<file path="config.mk">
export PLATFORM = sky130hd
export DESIGN_NAME = serial_subtractor
export DESIGN_NICKNAME = d
export VERILOG_FILES = /design/src/rtl/serial_arith_pkg.sv /design/src/rtl/full_sub_cell.sv /design/src/rtl/serial_subtractor.sv
export SDC_FILE = /design/constraint.sdc
export NUM_CORES = 1
export LEC_CHECK = 0
export ABC_CLOCK_PERIOD_IN_PS = 2300
export CAP_MARGIN = 20
export CORE_MARGIN = 4
export CORE_UTILIZATION = 35
export CTS_BUF_LIST = sky130_fd_sc_hd__clkbuf_8
export DETAILED_ROUTE_END_ITERATION = 10
export SKIP_CTS_REPAIR_TIMING = 1
export SLEW_MARGIN = 15
export SYNTH_ARGS = -nofsm -noshare
export SYNTH_HDL_FRONTEND = slang
export SYNTH_SLANG_ARGS = --single-unit
</file>
<file path="constraint.sdc">
create_clock -name clk -period 2.3 [get_ports clk]
set_input_delay 0.46 -clock clk [delete_from_list [all_inputs] [get_ports clk]]
set_output_delay 0.46 -clock clk [all_outputs]
set_load 0.02 [all_outputs]
</file>
<file path="src/rtl/serial_arith_pkg.sv">
// serial_arith_pkg: types and limits shared by the sequential arithmetic cells.
// Contents: sub_state_e (FSM states of serial_subtractor), SUB_WIDTH_MAX.
// Latency/backpressure: not applicable (declarations only).
package serial_arith_pkg;

  // Control states of the bit-serial subtractor.
  typedef enum logic [1:0] {
    IDLE  = 2'd0,
    SHIFT = 2'd1,
    DONE  = 2'd2
  } sub_state_e;

  // Widest operand the serial datapath is built for.
  localparam int SUB_WIDTH_MAX = 64;

endpackage

</file>
<file path="src/rtl/full_sub_cell.sv">
// full_sub_cell: one-bit full subtractor, d = x - y - bin with borrow out.
// Latency: purely combinational, zero cycles.
// Backpressure: none; the output follows the inputs.
// Ports: x (minuend bit), y (subtrahend bit), bin (borrow in),
//        d (difference bit), bout (borrow out).
module full_sub_cell (
  input  logic x,
  input  logic y,
  input  logic bin,
  output logic d,
  output logic bout
);

  assign d    = x ^ y ^ bin;
  // Borrow when y exceeds x, or when x == y and a borrow is already pending.
  assign bout = (~x & y) | (~(x ^ y) & bin);

endmodule

</file>
<file path="src/rtl/serial_subtractor.sv">
// serial_subtractor: bit-serial diff = a - b, LSB first, through one full_sub_cell.
// Latency: done pulses WIDTH+1 clocks after an accepted start; one op per WIDTH+2 clocks.
// Backpressure: start is sampled only while ready=1; requests in SHIFT/DONE are dropped.
// Ports: clk, rst_n (async, active low), start, a, b -> ready, busy, done,
//        diff, borrow, and ovf (signed overflow, only with SERIAL_SUB_OVF_EN defined).
// Config macro: SERIAL_SUB_OVF_EN adds the ovf port and its sign-capture flops.
module serial_subtractor
  import serial_arith_pkg::*;
#(
  parameter int WIDTH = 8
) (
  input  logic             clk,
  input  logic             rst_n,
  input  logic             start,
  input  logic [WIDTH-1:0] a,
  input  logic [WIDTH-1:0] b,
  output logic             ready,
  output logic             busy,
  output logic             done,
  output logic [WIDTH-1:0] diff,
  output logic             borrow
`ifdef SERIAL_SUB_OVF_EN
  ,
  output logic             ovf
`endif
);

  localparam int CNT_W = $clog2(WIDTH + 1);
  localparam logic [CNT_W-1:0] LAST = CNT_W'(WIDTH - 1);

  if (WIDTH < 1 || WIDTH > SUB_WIDTH_MAX) begin : g_bad_width
    $error("serial_subtractor: WIDTH out of range");
  end

  sub_state_e       state;
  logic [WIDTH-1:0] a_sr;
  logic [WIDTH-1:0] b_sr;
  logic [WIDTH-1:0] r_sr;
  logic [WIDTH-1:0] r_nxt;
  logic             bflop;
  logic [CNT_W-1:0] cnt;
  logic             cell_d;
  logic             cell_bout;

`ifdef SERIAL_SUB_OVF_EN
  // Operand sign bits kept aside, since a_sr/b_sr are shifted away.
  logic a_msb;
  logic b_msb;
`endif

  full_sub_cell u_cell (
    .x    (a_sr[0]),
    .y    (b_sr[0]),
    .bin  (bflop),
    .d    (cell_d),
    .bout (cell_bout)
  );

  // Result register after this bit: shift right, new bit enters at the MSB.
  // Written bitwise so WIDTH=1 needs no empty slice.
  always_comb begin
    r_nxt            = r_sr >> 1;
    r_nxt[WIDTH-1]   = cell_d;
  end

  always_ff @(posedge clk or negedge rst_n) begin
    if (!rst_n) begin
      state  <= IDLE;
      ready  <= 1'b1;
      busy   <= 1'b0;
      done   <= 1'b0;
      diff   <= '0;
      borrow <= 1'b0;
      a_sr   <= '0;
      b_sr   <= '0;
      r_sr   <= '0;
      bflop  <= 1'b0;
      cnt    <= '0;
`ifdef SERIAL_SUB_OVF_EN
      ovf    <= 1'b0;
      a_msb  <= 1'b0;
      b_msb  <= 1'b0;
`endif
    end else begin
      case (state)
        IDLE: begin
          if (start) begin
            a_sr  <= a;
            b_sr  <= b;
            r_sr  <= '0;
            bflop <= 1'b0;
            cnt   <= '0;
`ifdef SERIAL_SUB_OVF_EN
            a_msb <= a[WIDTH-1];
            b_msb <= b[WIDTH-1];
`endif
            state <= SHIFT;
            ready <= 1'b0;
            busy  <= 1'b1;
          end
        end

        SHIFT: begin
          a_sr  <= a_sr >> 1;
          b_sr  <= b_sr >> 1;
          r_sr  <= r_nxt;
          bflop <= cell_bout;
          cnt   <= cnt + 1'b1;
          if (cnt == LAST) begin
            // Last bit: publish the result so it is valid alongside done.
            diff   <= r_nxt;
            borrow <= cell_bout;
`ifdef SERIAL_SUB_OVF_EN
            // The final d is the result sign bit.
            ovf    <= (a_msb != b_msb) && (cell_d != a_msb);
`endif
            state  <= DONE;
            busy   <= 1'b0;
            done   <= 1'b1;
          end
        end

        DONE: begin
          state <= IDLE;
          done  <= 1'b0;
          ready <= 1'b1;
        end

        default: begin
          state <= IDLE;
          ready <= 1'b1;
          busy  <= 1'b0;
          done  <= 1'b0;
        end
      endcase
    end
  end

endmodule

</file>
==> flow_metrics.tcl, run 1 <==
set metrics [dict create \
    syn_area_sq_um 1874 \
    ios 31 \
    rows 26 \
    dpl.hpwl_um 2767 \
    antenna_cells 0 \
    via_count 1366 \
    rsz0062_at_grt "no" \
    layout_common_cells "dfrtp_1 (41), clkdlybuf4s50_1 (29), o21ai_0 (17), a21oi_1 (14), a22oi_1 (14)" \
    overflow 0 \
    slew_violations 0 \
    postSynthCellCount 161 \
    cts_buffers 5 \
    cp.depth 1 \
    fp.dieH_um 81.18 \
    die-area_sq_um 6590 \
    seqPwrFrac_pct 44.6 \
    worstSetupPathType "flop to primary output" \
    ys_seq_elements 42 \
    core-area_sq_um 5140 \
    required_ps 1840 \
    mostFrequentLayoutCell "dfrtp_1" \
    cp.buffers_inverters 1 \
    vias_per_cell 5.135 \
    max_freq_mhz 533.8 \
    routedWlPerCell_um 15.06 \
    drive_gt1_share_pct 13.27 \
    outcome "complete, no violations" \
    drt_wl_total_um 4006 \
    initial_core_util_pct 36.47 \
    grt_start_max_net_pins 24 \
    grt_antenna_before_repair 0 \
    drtIter0Drc 59 \
    powerDensity_nw_per_um2 1196 \
    min_path_type "primary input to async pin" \
    tightest_slew_ps 496.8 \
    gp_congestion 0.7936 \
    crit_start "ready$_DFFE_PN1P_" \
    grt_pass1_vias 1427 \
    ys_types 32 \
    root_buffer "clkbuf_8" \
    yosysSeqAreaShare_pct 56.14 \
    pwr-share-comb_pct 39.6 \
    setup_viol 0 \
    clock_power_share_pct 15.9 \
    switching_share_pct 34.58 \
    p_int_w 0.001820 \
    arrival_ps 1410 \
    syn-num-nets 182 \
    drc_errors 0 \
    cts_buffer_depth 2 \
    r2r.worst_path.cells 4 \
    whs_ps 72.58 \
    clock_skew_ps 3.708 \
    dieWidth_um 81.18 \
    synth.avg_cell_area_sq_um 11.64 \
    track_usage_pct 13.59 \
    htreeDepth 2 \
    grt_pass1_wl_um 6900 \
    critPathLaunchType "flop" \
    placed_area_sq_um 2247 \
    crit_chain "clkdlybuf4s50_1" \
    r2r-start "cnt[0]$_DFFE_PN0P_" \
    netSwitchingPower_w 0.0009621 \
    max_stage_delay_ps 600 \
    cts_tree "built" \
    drtAntennaViolNets 0 \
    ys_warn_count 0 \
    io_buffers 30 \
    clk_pin_slew_worst_paths_ps 80 \
    critPathTopFamily "buffers and inverters" \
    p_leak_nw 1.022 \
    r2r-end "diff[5]$_DFFE_PN0P_" \
    worstSetupEndpointType "primary output" \
    cts_sinks 42 \
    synthToLayoutAreaGrowth_pct 24.17 \
    fin_total_pwr_w 0.002782 \
    critPathMaxFanout 2 \
    period_share_pct 81.45 \
    cp_slowest_cell "clkdlybuf4s50_1" \
    finish.instance_area_sq_um 2327 \
    tns_ps 0 \
    first_pass_iters 4 \
    peakVddDrop_mv 0.3696 \
    cap_viol_max_count 0 \
    clk_latency_ps 290 \
    endpoint "ready" \
    rrSetupSlack_ps 690 \
    min_period_ps 1873 \
    hold_violations 0 \
    num-nets-final 216 \
    relSlewSlack_pct 66.88 \
]
sequential cells by signal, indices dropped and copies added (netlist names):
signal	flops
cnt	4
r_sr	7
a_sr	8
borrow	1
diff	8
bflop	1
state	2
done	1
busy	1
b_sr	8
ready	1
cells in the mapped netlist:
master	number	area share (%)
a21o_2	1	0.47
a21oi_1	14	3.7
a22o_1	8	3.7
a22o_2	1	0.53
a22oi_1	14	5.6
a2bb2oi_1	1	0.47
a31oi_1	1	0.33
a41oi_1	1	0.47
and2_4	1	0.47
and2b_1	5	2.0
and3b_1	1	0.47
buf_12	1	1.1
buf_2	4	1.1
buf_4	1	0.40
clkbuf_1	4	0.80
dfrtp_1	41	55
dfstp_2	1	1.4
fa_1	1	1.1
ha_1	1	0.67
inv_1	7	1.4
mux2_2	2	1.2
mux2_4	7	5.6
mux2i_1	1	0.53
nand2_1	7	1.4
nand3_1	1	0.27
nor2_1	2	0.40
nor2b_1	11	3.7
o21ai_0	17	4.5
o21ai_1	1	0.27
o21bai_1	1	0.40
o22ai_1	1	0.33
o32ai_1	1	0.47
power by group through the flow:
stage	Clock [W]	Sequential [W]	Combinational, W
after floorplan	0	0.00131	0.000644
after global placement	0	0.00124	0.00108
after detailed placement	0	0.00125	0.00112
after CTS	0.000455	0.00124	0.00112
after global routing	0.000483	0.00129	0.00121
final	0.000441	0.00124	0.00110
layout make-up:
type                    instances  area [sq um]
multi-input cells             102         733.2
flip-flops and latches         42          1052
fillers                       515          2813
inverters                       7         26.28
clock inverters                 3         11.26
well taps                      70         87.58
clock buffers                   5         68.82
repair buffers                 37         347.8
routing by layer:
metal  part of all wire (%)  vias to the layer above  global-route usage [%]  wire length (um)
met2                     51                       30                   22.50              2043
met3                    4.1                        4                   3.548               166
li1                       -                      647                       -                 -
met5                      0                        -                       0                 0
met4                   0.55                        0                   4.223                22
met1                     44                      685                   17.38              1774
through the flow:
| step | util [%] | setup slack, ps | instances |
|---|---|---|---|
| after floorplan | - | 795.9 | 161 |
| final | 45.28 | 426.7 | 266 |
| after global routing | 45.28 | 393.8 | 266 |
| after CTS | 45.28 | 406.7 | 266 |
| after global placement | 43.72 | 555.8 | 258 |
| after detailed placement | 43.72 | 506.6 | 258 |
cell families after synthesis:
logic type,synth area share [%]
AO/OA/AOI/OAI,21.36
adder cells (fa/ha/maj),1.736
buffers and inverters,4.740
flip-flops,56.14
multiplexers,7.343
AND/OR/NAND/NOR,8.679
worst min path at each step:
stage,startpoint,to,slack [ps],cells after the start
4_1_cts,rst_n,cnt[3]$_DFFE_PN0P_,80,1
6_report,rst_n,cnt[3]$_DFFE_PN0P_,70,1
5_1_grt,rst_n,cnt[3]$_DFFE_PN0P_,80,1
3_3_place_gp,rst_n,diff[0]$_DFFE_PN0P_,380,1
2_1_floorplan,rst_n,a_sr[0]$_DFFE_PN0P_,160,0
3_5_place_dp,rst_n,diff[0]$_DFFE_PN0P_,390,1
Note: power is estimated with default switching activity, not from simulation.
==> run 2, diff against run 1 <==
ABC_CLOCK_PERIOD_IN_PS = 1700   (was 2300)
clock period = 1.7 ns   (was 2.3 ns; I/O delays follow)
==> run 2 against run 1 <==
Clock power rose by 48%. Setup slack got worse by 360 ps. First-iteration DRC count rose by 12%. Clock-buffer cell count rose by 1. Combinational power rose by 38%. Clock skew rose by 5.0 ps. Cell count rose by 0.38%. Highest routed layer unchanged. Register-to-register slack got worse by 620 ps. Critical path depth rose by 3. Die area did not move.
==> flow_metrics.tcl, run 2 (synthesis results as in run 1) <==
set metrics [dict create \
    drtAntennaViolNets 0 \
    cap_viol_max_count 0 \
    arrival_ps 1800 \
    cts_buffer_depth 2 \
    rsz0062_at_grt "no" \
    critPathTopFamily "simple AND/OR/NAND/NOR gates" \
    powerDensity_nw_per_um2 1628 \
    placed_area_sq_um 2267 \
    min_path_type "primary input to async pin" \
    slew_violations 0 \
    antenna_cells 0 \
    via_count 1404 \
    worstSetupEndpointType "flop" \
    critPathMaxFanout 11 \
    crit_start "cnt[0]$_DFFE_PN0P_" \
    rows 26 \
    required_ps 1870 \
    p_leak_nw 1.043 \
    grt_pass1_vias 1465 \
    cp.buffers_inverters 0 \
    cts_buffers 5 \
    r2r-start "cnt[0]$_DFFE_PN0P_" \
    min_period_ps 1628 \
    drt_wl_total_um 4111 \
    routedWlPerCell_um 15.40 \
    first_pass_iters 4 \
    max_freq_mhz 614.1 \
    drtIter0Drc 66 \
    finish.instance_area_sq_um 2361 \
    setup_viol 0 \
    grt_pass1_wl_um 6989 \
    cp.depth 4 \
    period_share_pct 95.78 \
    track_usage_pct 13.53 \
    dp.cells 259 \
    fin_total_pwr_w 0.003843 \
    gp_congestion 0.7731 \
    clock_skew_ps 8.695 \
    grt_antenna_before_repair 0 \
    overflow 0 \
    outcome "complete, no violations" \
    worstSetupPathType "flop to flop" \
    relSlewSlack_pct 66.95 \
    drc_errors 0 \
    vias_per_cell 5.258 \
    peakVddDrop_mv 0.5431 \
    mostFrequentLayoutCell "dfrtp_1" \
    fp.dieH_um 81.18 \
    tightest_slew_ps 495.8 \
    clk_latency_ps 280 \
    rrSetupSlack_ps 70 \
    clk_pin_slew_worst_paths_ps 80 \
    die-area_sq_um 6590 \
    instances_no_fill 267 \
    r2r.worst_path.cells 4 \
    ios 31 \
    layout_common_cells "dfrtp_1 (41), clkdlybuf4s50_1 (28), o21ai_0 (17), a21oi_1 (14), a22oi_1 (14)" \
    io_buffers 30 \
    cp_slowest_cell "dfrtp_1" \
    grt_start_max_net_pins 25 \
    cts_sinks 42 \
    initial_core_util_pct 36.47 \
    dpl.hpwl_um 2830 \
    htreeDepth 2 \
    r2r-end "diff[5]$_DFFE_PN0P_" \
    synthToLayoutAreaGrowth_pct 25.97 \
    max_stage_delay_ps 430 \
    drive_gt1_share_pct 14.72 \
    dieWidth_um 81.18 \
    whs_ps 7.087 \
    num-nets-final 217 \
    endpoint "diff[5]$_DFFE_PN0P_" \
    crit_chain "ha_1 -> and3b_1 -> and2_4 -> mux2_2" \
    core-area_sq_um 5140 \
    cts_tree "built" \
    top_regs "a_sr x8, b_sr x8, diff x8" \
    critPathLaunchType "flop" \
    hold_violations 0 \
    root_buffer "clkbuf_8" \
]
-- run 2: cell types whose count changed in the layout (fill, tap and decap cells not counted) --
cell | previous run | this run
clkinv_2 | 0 | 1
clkbuf_8 | 5 | 6
buf_12 | 0 | 1
inv_1 | 10 | 8
dlymetal6s2s_1 | 0 | 1
clkdlybuf4s50_1 | 29 | 28
-- run 2: report_power, final --
part | total (W) | internal (W) | switching, W
Sequential | 0.00167 | 0.00139 | 0.000279
Combinational | 0.00152 | 0.000809 | 0.000713
Clock | 0.000652 | 0.000322 | 0.000330
-- run 2: layer usage --
metal  wire length (um)  GRT usage [%]  vias up
met4                 87          4.561        0
met1               1876          17.82      709
met3                183          3.215        8
met5                  0              0        -
li1                   -              -      644
met2               1964          21.84       43
-- run 2: layout make-up --
type | instances | area, sq um
inverters | 7 | 26.28
flip-flops and latches | 42 | 1052
multi-input cells | 102 | 733.2
fillers | 507 | 2779
well taps | 70 | 87.58
repair buffers | 38 | 370.4
clock buffers | 6 | 82.58
clock inverters | 2 | 8.758
-- run 2: through the flow --
stage                     util [%]  setup slack [ps]  setup TNS (ps)
after floorplan                  -             195.9               0
after global placement       44.11             19.06               0
after detailed placement     44.11            -53.45          -392.4
after CTS                    45.89            -58.01          -58.01
after global routing         45.93             8.721               0
final                        45.93             71.67               0
-- run 2: how the worst min path moves through the flow --
stage,end,start,depth (start not counted)
global placement,bflop$_DFFE_PN0P_,rst_n,1
global route,cnt[0]$_DFFE_PN0P_,rst_n,1
CTS,bflop$_DFFE_PN0P_,rst_n,1
floorplan,a_sr[0]$_DFFE_PN0P_,rst_n,0
detailed placement,bflop$_DFFE_PN0P_,rst_n,1
finish,bflop$_DFFE_PN0P_,rst_n,1
==> run 3, diff against run 2 <==
GPL_ROUTABILITY_DRIVEN = 0   (was not set)
==> results of run 3 <==
No change in the layout: final DEF, timing and power equal those of run 2.
